$ cat config.mk
export PLATFORM = sky130hd
export DESIGN_NAME = hazard_stall_unit
export DESIGN_NICKNAME = d
export VERILOG_FILES = /design/src/rtl/hazard_pkg.sv /design/src/rtl/reg_scoreboard.sv /design/src/rtl/hazard_stall_unit.sv
export SDC_FILE = /design/constraint.sdc
export NUM_CORES = 1
export LEC_CHECK = 0
export ABC_AREA = 1
export CORE_MARGIN = 5
export CORE_UTILIZATION = 50
export DETAILED_ROUTE_END_ITERATION = 8
export PLACE_DENSITY = 0.78
export SLEW_MARGIN = 30
export SYNTH_ARGS = -nofsm -noshare
export SYNTH_HDL_FRONTEND = slang
export SYNTH_SLANG_ARGS = --single-unit
$ cat constraint.sdc
create_clock -name clk -period 4 [get_ports clk]
set_clock_uncertainty 0.1 [all_clocks]
set_input_delay 0.8 -clock clk [delete_from_list [all_inputs] [get_ports clk]]
set_output_delay 0.8 -clock clk [all_outputs]
set_load 0.02 [all_outputs]
$ cat src/rtl/hazard_pkg.sv
// Shared types and constants for the decode-stage hazard / stall logic.
package hazard_pkg;

    localparam int NUM_REGS  = 32;
    localparam int REG_IDX_W = 5;

    typedef enum logic [2:0] {
        NONE   = 3'd0,
        RAW_SB = 3'd1,
        WAW    = 3'd2,
        FULL   = 3'd3,
        BR_EX  = 3'd4
    } stall_cause_t;

    function automatic logic [NUM_REGS-1:0] onehot(input logic [REG_IDX_W-1:0] idx);
        onehot      = '0;
        onehot[idx] = 1'b1;
    endfunction

endpackage

$ cat src/rtl/reg_scoreboard.sv
// Pending-load bitmap and outstanding-load counter, with same-cycle completion bypass on eff.
module reg_scoreboard
    import hazard_pkg::*;
#(
    parameter int MAX_OUTSTANDING = 4,
    parameter int CNT_W           = $clog2(MAX_OUTSTANDING + 1)
) (
    input  logic                 clk,
    input  logic                 rst_n,
    input  logic                 wb_valid,
    input  logic [REG_IDX_W-1:0] wb_rd,
    input  logic                 issue,
    input  logic [REG_IDX_W-1:0] issue_rd,
    output logic [NUM_REGS-1:0]  pending,
    output logic [NUM_REGS-1:0]  eff,
    output logic [CNT_W-1:0]     outstanding,
    output logic [CNT_W-1:0]     outstanding_eff
);

    logic [NUM_REGS-1:0] clr;
    logic [NUM_REGS-1:0] set;
    logic                dec;

    // NOTE: every always_comb output gets a default first so no path can infer a latch.
    always_comb begin
        clr = '0;
        set = '0;
        if (wb_valid && wb_rd != '0)
            clr = onehot(wb_rd);
        if (issue && issue_rd != '0)
            set = onehot(issue_rd);
    end

    // A completion for a register that was never pending only clears its bit;
    // it must not pull the count down.
    assign eff             = pending & ~clr;
    assign dec             = |(pending & clr);
    assign outstanding_eff = (dec && outstanding != '0) ? outstanding - CNT_W'(1) : outstanding;

    // NOTE: sequential state uses non-blocking assignments so all registers update together.
    always_ff @(posedge clk or negedge rst_n) begin
        if (!rst_n) begin
            pending     <= '0;
            outstanding <= '0;
        end else begin
            pending     <= eff | set;
            outstanding <= outstanding_eff + CNT_W'(issue);
        end
    end

endmodule

$ cat src/rtl/hazard_stall_unit.sv
// Decode-side hazard detector: prioritises scoreboard and branch hazards, drives
// IF/ID stall, bubble and flush controls, and runs a stall watchdog.
module hazard_stall_unit
    import hazard_pkg::*;
#(
    parameter int MAX_OUTSTANDING = 4,
    parameter int STALL_TIMEOUT   = 64
) (
    input  logic                                   clk,
    input  logic                                   rst_n,
    input  logic                                   id_valid,
    input  logic [4:0]                             id_rs1,
    input  logic [4:0]                             id_rs2,
    input  logic                                   id_uses_rs2,
    input  logic [4:0]                             id_rd,
    input  logic                                   id_reg_write,
    input  logic                                   id_is_load,
    input  logic                                   id_is_branch,
    input  logic [4:0]                             ex_rd,
    input  logic                                   ex_reg_write,
    input  logic                                   wb_valid,
    input  logic [4:0]                             wb_rd,
    input  logic                                   branch_taken,
    output logic                                   pc_stall,
    output logic                                   if_id_stall,
    output logic                                   id_ex_bubble,
    output logic                                   if_id_flush,
    output logic [2:0]                             stall_cause,
    output logic [31:0]                            pending,
    output logic [$clog2(MAX_OUTSTANDING+1)-1:0]   outstanding,
    output logic                                   wd_err
);

    localparam int CNT_W = $clog2(MAX_OUTSTANDING + 1);
    localparam int WD_W  = (STALL_TIMEOUT > 2) ? $clog2(STALL_TIMEOUT) : 1;
    localparam logic [WD_W-1:0] WD_LAST = WD_W'(STALL_TIMEOUT - 1);

    logic [NUM_REGS-1:0] eff;
    logic [CNT_W-1:0]    outstanding_eff;
    stall_cause_t        cause;
    logic                hazard;
    logic                issue;
    logic                raw, waw, full, br_ex;
    logic [WD_W-1:0]     wd_cnt;

    reg_scoreboard #(
        .MAX_OUTSTANDING (MAX_OUTSTANDING),
        .CNT_W           (CNT_W)
    ) u_sb (
        .clk             (clk),
        .rst_n           (rst_n),
        .wb_valid        (wb_valid),
        .wb_rd           (wb_rd),
        .issue           (issue),
        .issue_rd        (id_rd),
        .pending         (pending),
        .eff             (eff),
        .outstanding     (outstanding),
        .outstanding_eff (outstanding_eff)
    );

    always_comb begin
        raw   = (id_rs1 != '0 && eff[id_rs1]) ||
                (id_uses_rs2 && id_rs2 != '0 && eff[id_rs2]);
        waw   = id_is_load && id_reg_write && id_rd != '0 && eff[id_rd];
        full  = id_is_load && outstanding_eff == CNT_W'(MAX_OUTSTANDING);
        // ALU result in EX is not forwardable to the ID branch comparator until next cycle.
        br_ex = id_is_branch && ex_reg_write && ex_rd != '0 &&
                (ex_rd == id_rs1 || (id_uses_rs2 && ex_rd == id_rs2));

        cause = NONE;
        if (id_valid) begin
            if (raw)        cause = RAW_SB;
            else if (waw)   cause = WAW;
            else if (full)  cause = FULL;
            else if (br_ex) cause = BR_EX;
        end
    end

    assign hazard = (cause != NONE);
    assign issue  = id_valid && !hazard && id_is_load && id_reg_write && id_rd != '0;

    // Controls are gated by rst_n so they drop the instant reset asserts.
    assign pc_stall     = rst_n && hazard;
    assign if_id_stall  = rst_n && hazard;
    assign id_ex_bubble = rst_n && hazard;
    assign if_id_flush  = rst_n && branch_taken && !hazard;
    assign stall_cause  = rst_n ? cause : NONE;

    always_ff @(posedge clk or negedge rst_n) begin
        if (!rst_n) begin
            wd_cnt <= '0;
            wd_err <= 1'b0;
        end else if (hazard) begin
            if (wd_cnt == WD_LAST)
                wd_err <= 1'b1;
            else
                wd_cnt <= wd_cnt + WD_W'(1);
        end else begin
            wd_cnt <= '0;
        end
    end

endmodule

==> metrics.yaml, run 1 <==
status: "completed"
setup.worst_path.class: "in2out"
leakage_nw: 2.86
synth_top_cell_area_share_pct: 27.7
start_util_pct: 51.8
synth_edf_count: 0
multi_input_area_um2: 2480
yosys-top-cells-area: "dfrtp_1 (28%), nand2_1 (22%), nand3_1 (19%), nor2_1 (6.7%), inv_1 (5.6%)"
synth.ff_latch_count: 42
drtIter0Drc: 551
grt_first_pass_wirelength_um: 26200
r2r_slack_ns: 0.95
ys_types: 34
syn_area_um2: 3800
tns_ns: 0
hp-start: "u_sb.pending[0]"
period_needed_ns: 3.87
met3_wirelength_um: 1770
slew_headroom_pct: 60.0
fillers: 559
r2r_cells: 21
critPathRequiredTime_ns: 3.10
area_delta_synth_final_pct: 45.2
die_w_um: 97.1
cts_buffers: 5
ant_nets: 0
antennaDiodeCount: 0
dpl_cell_area_um2: 5340
synth.most_common_cell: "nand2_1"
cp_max_fo: 8
placed_cells: 891
num_vias: 5254
top_layer: "met4"
root_buffer: "clkbuf_8"
dp_hpwl_um: 12400
vdd_ir_drop_max_mv: 0.410
ios: 78
clock_latency_ns: 0.30
drv_slew: 0
dp_slack_ns: -0.832
setup_viol: 0
grt_pass1_vias: 5307
fmax_mhz: 259
hold_viol_final: 0
hold_depth: 0
cts_tree: "done"
post_drt_wl_per_cell_um: 17.9
track_usage_pct: 33.9
yosys_warnings: 0
finalNetCount: 841
critPathCaptureType: "output port"
rows: 31
drcViolationCount: 0
final_cell_count_no_fill: 901
r2r-start: "u_sb.pending[7]"
start_kind: "input port"
cts.sinks: 42
seq_area_frac_synth_pct: 27.7
arrival_ns: 2.97
seq_area_um2: 1050
antenna_found_initial: 0
first_pass_iters: 6
hold_buffers: 0
synthArstFlopShare_pct: 100
cts_max_level: 2
dieHeight_um: 97.1
cts_buffer_depth: 2
whs_endpoint: "u_sb.pending[0]"
viasPerCell: 5.83
grt-ovfl-total: 0
m1WireLength_um: 6010
synth_top_flop_cell: "dfrtp_1"
tightest_slew_ns: 0.600
core-area_um2: 7330
fin_crit_sh_pct: 96.6
r2r-end: "u_sb.outstanding[2]"
drt_wl_total_um: 16100
hold_class: "reg2reg"
drive_gt1_share_pct: 20.8
finalWorstSetupSlack_ns: 0.134
power_density_nw_per_um2: 282
die_area_um2: 9440
fin_area_um2: 5510
synth_cells: 641
gp_congestion: 1.02
syn_area_per_cell_um2: 5.92
ys_top_cells_by_count: "nand2_1 (218), nand3_1 (143), nor2_1 (68)"
grt_max_degree: 33
synth_top_cell_by_area: "dfrtp_1"
io_buffers: 77
wl_met2_um: 7400
path_clk_slew_ns: 0.08
drv_cap: 0
syn_nets: 681
-- layout by cell type, fill, tap and decap left out, types with 2 or more instances in the layout --
cell type        count
nand2_1            206
nand3_1            136
buf_4               94
nor2_1              64
clkdlybuf4s50_1     63
inv_1               54
dfrtp_1             42
nand2_2             13
inv_2               10
a21oi_1              9
nand4_1              8
o21ai_0              8
nand3_2              7
nor2_4               6
nor2_2               6
xnor2_1              6
buf_2                6
nor3_1               5
ha_1                 5
clkbuf_8             5
clkbuf_2             5
buf_12               5
a21boi_1             4
a221oi_1             4
o21ai_1              3
o211ai_1             3
xor2_1               3
buf_6                3
nand2_4              2
o2111ai_1            2
clkinv_1             2
o21bai_1             2
-- cell families after synthesis --
| logic type | after synthesis | share of synthesized area (%) |
|---|---|---|
| buffers and inverters | 89 | 10.2 |
| AND/OR/NAND/NOR | 457 | 52.0 |
| AO/OA/AOI/OAI | 39 | 6.43 |
| flip-flops | 42 | 27.7 |
| adder cells (fa/ha/maj) | 5 | 1.65 |
| XOR/XNOR | 9 | 2.08 |
-- area by class of cell --
| type | count | share of cell area (%) |
|---|---|---|
| timing repair buffer | 176 | 27.7 |
| clock inverter | 2 | 0.250 |
| sequential | 42 | 19.1 |
| clock buffer | 6 | 1.32 |
| inverter | 66 | 4.49 |
| multi-input combinational | 510 | 45.0 |
| tap | 99 | 2.25 |
-- report_power, final --
group,total [W],switching (W),internal [W]
combinational,0.000745,0.000426,0.000319
sequential,0.000539,0.0000646,0.000475
clock,0.000270,0.000147,0.000123
total,0.00155,0.000638,0.000917
-- registers in the layout (all words and copies together), names as in the netlist --
register          flops
wd_cnt                6
u_sb.outstanding      3
wd_err                1
u_sb.pending         32
-- per-layer routing --
layer  vias up  GRT usage (%)
met4         0           14.8
met3       110           6.39
met1      2345           42.2
li1       2393              -
met2       406           56.9
met5         -              0
-- critical path: stages --
cell     delay (ns)
buf_2          0.13
buf_4          0.14
nand2_1        0.07
nor2_2         0.03
buf_4          0.15
nand3_1        0.08
nand2_1        0.05
nor2_1         0.12
nand2_1        0.08
nor2_2         0.15
nand2_4        0.11
nand2_4        0.08
nand2_1        0.05
nand2_1        0.10
nand2_2        0.08
nor2_2         0.11
nand2_1        0.07
nand2_1        0.08
nand2_2        0.08
buf_4          0.15
nor2_1         0.08
buf_2          0.17
-- what timing repair did --
action                     CTS  global route
setup endpoints to repair    7             7
pin swaps                    5            10
buffers inserted             1             1
resized for setup           59            30
-- through the flow --
stage                     hold WS [ns]  utilization [%]  total power [W]
final                            0.317             75.2          0.00155
after CTS                        0.322             74.6          0.00151
after global placement           0.288             72.8          0.00122
after detailed placement         0.304             72.8          0.00124
after floorplan                  0.404                -         0.000875
after global routing             0.336             75.2          0.00163
-- worst max-delay path by stage --
stage | to | cells after the start | slack (ns) | startpoint
after detailed placement | id_ex_bubble | 20 | -0.83 | wb_rd[2]
after floorplan | if_id_stall | 21 | 0.34 | wb_rd[2]
final | stall_cause[0] | 22 | 0.13 | wb_rd[3]
after global placement | pc_stall | 20 | -0.73 | wb_rd[2]
after global routing | if_id_stall | 23 | -0.04 | wb_rd[3]
after CTS | id_ex_bubble | 23 | 0.0007 | wb_rd[1]
Note: power is estimated with default switching activity, not from simulation.
==> run 2, diff against run 1 <==
--- a/config.mk
+++ b/config.mk
@@ -9,8 +9,10 @@
 export CORE_MARGIN = 5
 export CORE_UTILIZATION = 50
 export DETAILED_ROUTE_END_ITERATION = 8
+export GPL_ROUTABILITY_DRIVEN = 0
 export PLACE_DENSITY = 0.78
 export SLEW_MARGIN = 30
 export SYNTH_ARGS = -nofsm -noshare
 export SYNTH_HDL_FRONTEND = slang
 export SYNTH_SLANG_ARGS = --single-unit
+export TNS_END_PERCENT = 100
==> run 2 against run 1 <==
Effect of this change:
- sequential power is 0.7% lower
- flip-flop and latch count stayed put
- count of clock-buffer cells in the layout down 1
- die area unchanged
- final cell count grew 0.44%
- critical path depth shrank 4
- design area grew 0.20%
- via count shrank 3.6%
- wire length fell by 11%
- non-clock buffer count increased by 4
- core utilization increased by 0.15 points
- critical endpoint is now stall_cause[1]
- worst hold slack worse by 0.0051 ns
==> metrics.yaml, run 2 (same netlist as run 1, synthesis figures left out) <==
vdd_ir_drop_max_mv: 0.282
num_vias: 5064
drive_gt1_share_pct: 21.0
io_buffers: 77
multi_input_area_um2: 2450
r2r-end: "u_sb.outstanding[2]"
p_clk_share_pct: 18.2
mostFrequentLayoutCell: "nand2_1"
ios: 78
r2r-start: "u_sb.pending[7]"
grt_max_degree: 33
arrival_ns: 2.93
fin_crit_sh_pct: 95.8
grt_pass1_vias: 4912
top_register: "u_sb.pending"
power_switching_w: 0.000631
crit_family: "simple AND/OR/NAND/NOR gates"
holdWs_ns: 0.312
viasPerCell: 5.60
whs_endpoint: "u_sb.pending[0]"
combPwrFrac_pct: 47.6
cts_tree: "done"
cts_buffers: 5
dp_hpwl_um: 11100
cts.sinks: 42
r2r_slack_ns: 1.27
slew_headroom_pct: 63.1
fillers: 592
grt_first_pass_wirelength_um: 23400
p_sw_share_pct: 40.4
cts_max_level: 2
root_buffer: "clkbuf_8"
drt_wl_total_um: 14300
clock_latency_ns: 0.30
core-area_um2: 7330
die_area_um2: 9440
drcViolationCount: 0
mostFrequentLayoutCells: "nand2_1 (208), nand3_1 (139), buf_4 (100), nor2_1 (65), clkdlybuf4s50_1 (62)"
leakage_nw: 2.86
largestRegisters: "u_sb.pending (32), wd_cnt (6), u_sb.outstanding (3)"
cp_cell_sequence: "clkbuf_2 > buf_4 > nand2_1 > nor2_4 > nand3_1 > nand2_1 > nor2_1 > nand2_1 > nor2_2 > nand2_2 > nand2_2 > nand2_1 > nand3_1 > o21ai_1 > nand3_2 > buf_4 > nor2_1 > buf_2"
hold_buffers: 0
hold_class: "reg2reg"
cp_slowest_cell: "nor2_4"
r2r_cells: 19
fmax_mhz: 261
hp-start: "u_sb.pending[0]"
area_delta_synth_final_pct: 45.5
dieHeight_um: 97.1
largest_register_ffs: 32
cp.buffers_inverters: 4
first_pass_iters: 5
die_w_um: 97.1
power_density_nw_per_um2: 283
hold_viol_final: 0
track_usage_pct: 29.7
drv_slew: 0
period_needed_ns: 3.83
antenna_found_initial: 0
status: "completed"
setup_viol: 0
cts_buffer_depth: 2
hold_depth: 0
grt-ovfl-total: 0
finalPower_w: 0.00156
rsz0062_at_grt: "yes"
post_drt_wl_per_cell_um: 15.8
seqPwrFrac_pct: 34.2
start_kind: "input port"
path_clk_slew_ns: 0.09
critPathCaptureType: "output port"
tightest_slew_ns: 0.549
finalNetCount: 845
rows: 31
drtIter0Drc: 427
cp_slowest_stage_delay_ns: 0.22
antennaDiodeCount: 0
critPathRequiredTime_ns: 3.10
cp_max_fo: 8
crit_top_cell: "nand2_1"
setup.worst_path.class: "in2out"
internal_power_w: 0.000933
drv_cap: 0
start_util_pct: 51.8
ant_nets: 0
seq_area_um2: 1050
==> run 2: changes by cell type in the layout (fill, tap and decap cells not counted), sizes merged <==
cell	change
clkdlybuf4s50	-1
inv	+1
clkinv	-2
dlymetal6s2s	+1
clkinvlp	+2
clkbuf	-2
buf	+5
==> run 2: cell type report <==
cell class | instances | area share [%]
Tap cell | 99 | 2.24
Multi-Input combinational cell | 510 | 44.4
Timing Repair Buffer | 180 | 28.1
Inverter | 66 | 4.53
Sequential cell | 42 | 19.0
Clock inverter | 3 | 0.430
Clock buffer | 5 | 1.25
==> run 2: worst max path at each step <==
stage / startpoint / to / slack, ns / depth (start not counted)
after global placement: wb_rd[2] / pc_stall / -0.65 / 20
after global routing: wb_rd[3] / stall_cause[0] / -0.06 / 20
after floorplan: wb_rd[2] / if_id_stall / 0.34 / 21
after CTS: wb_rd[2] / if_id_stall / 0.02 / 22
after detailed placement: wb_rd[2] / if_id_stall / -0.82 / 22
final: wb_rd[3] / stall_cause[1] / 0.17 / 18
==> run 2: what timing repair did <==
item                                    in CTS  in global routing
resized for setup                           53                 40
buffers inserted                             1                  2
endpoints found under the setup margin       7                  7
pin swaps                                    2                 13
==> run 2: per-layer routing <==
| layer | track usage [%] | vias up | part of all wire (%) |
|---|---|---|---|
| met2 | 49.6 | 346 | 47 |
| met4 | 11.9 | 0 | 3.4 |
| li1 | - | 2405 | - |
| met3 | 5.60 | 58 | 11 |
| met5 | 0 | - | 0 |
| met1 | 37.9 | 2255 | 39 |
==> run 2: power by group through the flow <==
stage	Combinational, W	Sequential [W]	Clock, W
final	0.000745	0.000535	0.000285
after global routing	0.000806	0.000540	0.000308
after detailed placement	0.000682	0.000539	0
after CTS	0.000690	0.000531	0.000289
after global placement	0.000665	0.000538	0
after floorplan	0.000295	0.000580	0
==> run 2: through the flow <==
stage / area [µm²] / worst slack (ns) / std cells / utilization (%) / setup TNS [ns]
finish: 5520 / 0.168 / 905 / 75.4 / 0
global route: 5520 / -0.0564 / 905 / 75.4 / -0.266
CTS: 5470 / 0.0180 / 904 / 74.6 / 0
detailed placement: 5360 / -0.822 / 895 / 73.1 / -5.17
global placement: 5360 / -0.653 / 895 / 73.1 / -4.23
floorplan: 3800 / 0.343 / 641 / - / 0
==> run 3, diff against run 2 <==
--- a/config.mk
+++ b/config.mk
@@ -6,11 +6,12 @@
 export NUM_CORES = 1
 export LEC_CHECK = 0
 export ABC_AREA = 1
+export ABC_CLOCK_PERIOD_IN_PS = 4000
 export CORE_MARGIN = 5
-export CORE_UTILIZATION = 50
+export CORE_UTILIZATION = 53
 export DETAILED_ROUTE_END_ITERATION = 8
 export GPL_ROUTABILITY_DRIVEN = 0
-export PLACE_DENSITY = 0.78
+export PLACE_DENSITY = 0.82
 export SLEW_MARGIN = 30
 export SYNTH_ARGS = -nofsm -noshare
 export SYNTH_HDL_FRONTEND = slang
==> run 3 against run 2 <==
Effect of this change:
- register-to-register slack better by 0.11 ns
- final cell count is 0.88% lower
- count of clock-buffer cells in the layout stayed put
- combinational power is 0.8% higher
- worst hold slack better by 0.0040 ns
- via count is 4.2% higher
- largest cell class unchanged
- largest power group unchanged
==> metrics.yaml, run 3 (same netlist as run 1, synthesis figures left out) <==
status: "completed"
top_layer: "met4"
die_area_um2: 8950
tightest_slew_ns: 0.570
dieHeight_um: 94.6
power_density_nw_per_um2: 294
cp_slowest_stage_delay_ns: 0.51
path_clk_slew_ns: 0.09
clock_latency_ns: 0.30
arrival_ns: 3.00
antenna_found_initial: 0
power_switching_w: 0.000642
drtIter0Drc: 594
hp-start: "u_sb.pending[0]"
slew_headroom_pct: 61.7
cts_max_level: 2
rows: 30
p_sw_share_pct: 39.4
ant_nets: 0
top_register: "u_sb.pending"
viasPerCell: 5.88
drive_gt1_share_pct: 21.0
ios: 78
cts_buffers: 5
dp_hpwl_um: 11300
mostFrequentLayoutCell: "nand2_1"
core-area_um2: 6870
cp_cell_sequence: "clkdlybuf4s50_1 > nor2_1 > buf_4 > a21oi_1 > nand4_1 > nand3_1 > nand2_1 > nor2_2 > nand3_1 > o21ai_1 > nand3_2 > nand3_4 > nand2_1 > inv_2 > buf_6"
wl_met2_um: 7020
root_buffer: "clkbuf_8"
cts_tree: "done"
grt_max_degree: 33
hold_viol_final: 0
period_needed_ns: 3.90
placed_cells: 887
largest_register_ffs: 32
post_drt_wl_per_cell_um: 16.9
hold_depth: 0
track_usage_pct: 34.4
critPathCaptureType: "output port"
hold_class: "reg2reg"
cts.sinks: 42
finalNetCount: 840
first_pass_iters: 7
grt-ovfl-total: 0
drv_slew: 0
drv_cap: 0
seqPwrFrac_pct: 32.9
vdd_ir_drop_max_mv: 0.312
drcViolationCount: 0
grt_pass1_vias: 5207
fillers: 490
setup_viol: 0
r2r-start: "u_sb.pending[7]"
num_vias: 5278
antennaDiodeCount: 0
cp_slowest_cell: "clkdlybuf4s50_1"
cp_max_fo: 9
combPwrFrac_pct: 46.0
dpl_cell_area_um2: 5330
r2r_cells: 17
met3_wirelength_um: 1890
fmax_mhz: 256
mostFrequentLayoutCells: "nand2_1 (210), nand3_1 (136), buf_4 (93), clkdlybuf4s50_1 (63), nor2_1 (61)"
fin_crit_sh_pct: 97.5
grt_first_pass_wirelength_um: 24400
r2r-end: "u_sb.outstanding[2]"
finalPower_w: 0.00163
critPathRequiredTime_ns: 3.10
die_w_um: 94.6
tns_ns: 0
area_delta_synth_final_pct: 45.9
cts_buffer_depth: 2
largestRegisters: "u_sb.pending (32), wd_cnt (6), u_sb.outstanding (3)"
leakage_nw: 2.85
final_cell_count_no_fill: 897
start_util_pct: 55.3
start_kind: "input port"
internal_power_w: 0.000989
setup.worst_path.class: "in2out"
m1WireLength_um: 5460
drt_wl_total_um: 15100
io_buffers: 77
whs_endpoint: "u_sb.pending[0]"
r2r_slack_ns: 1.38
p_clk_share_pct: 21.0
fin_area_um2: 5540
## run 3: metrics by stage
step	hold slack [ns]	worst slack, ns	util [%]
floorplan	0.404	0.343	-
global placement	0.295	-0.709	77.5
detailed placement	0.295	-0.772	77.5
CTS	0.318	0.0216	79.2
global route	0.346	-0.0990	80.6
finish	0.316	0.101	80.6
## run 3: timing repair
| item | in CTS | in global routing |
|---|---|---|
| gates resized for setup | 47 | 46 |
| setup endpoints to repair | 7 | 7 |
| pin swaps | 4 | 11 |
| hold buffers | 0 | 0 |
| buffers inserted | 2 | 1 |
## run 3: worst max-delay path: cells and delay by family
| family | cells | cell delay (ns) |
|---|---|---|
| AOI/OAI and AO/OA | 2 | 0.31 |
| buffers and inverters | 4 | 0.91 |
| and+or+nand+nor | 9 | 0.96 |
## run 3: layer usage
layer / vias up / GRT usage (%)
met1: 2348 / 42.8
met2: 425 / 55.6
met4: 0 / 18.4
met5: - / 0
li1: 2393 / -
met3: 112 / 7.25
## run 3: cell type report
cell class                 count  area, µm²  area share (%)
clock inverter                 3       43.8           0.791
multi-input combinational    510       2480            44.8
sequential                    42       1050            19.0
clock buffer                   5       68.8            1.24
tap                           96        120            2.17
timing repair buffer         175       1520            27.5
inverter                      66        250            4.52
## run 3: worst max path at each step
stage | from | end | slack [ns] | cells past startpoint
finish | id_rd[1] | id_ex_bubble | 0.10 | 15
detailed placement | wb_rd[2] | id_ex_bubble | -0.77 | 22
global placement | wb_rd[2] | if_id_stall | -0.71 | 22
global route | wb_valid | id_ex_bubble | -0.1 | 20
CTS | wb_valid | id_ex_bubble | 0.02 | 23
floorplan | wb_rd[2] | if_id_stall | 0.34 | 21
## run 3: power groups by stage
| stage | registers (W) | logic (W) | clock network [W] |
|---|---|---|---|
| 3_5_place_dp | 0.000538 | 0.000686 | 0 |
| 2_1_floorplan | 0.000580 | 0.000295 | 0 |
| 6_report | 0.000537 | 0.000751 | 0.000343 |
| 5_1_grt | 0.000539 | 0.000813 | 0.000368 |
| 4_1_cts | 0.000531 | 0.000699 | 0.000349 |
| 3_3_place_gp | 0.000537 | 0.000665 | 0 |
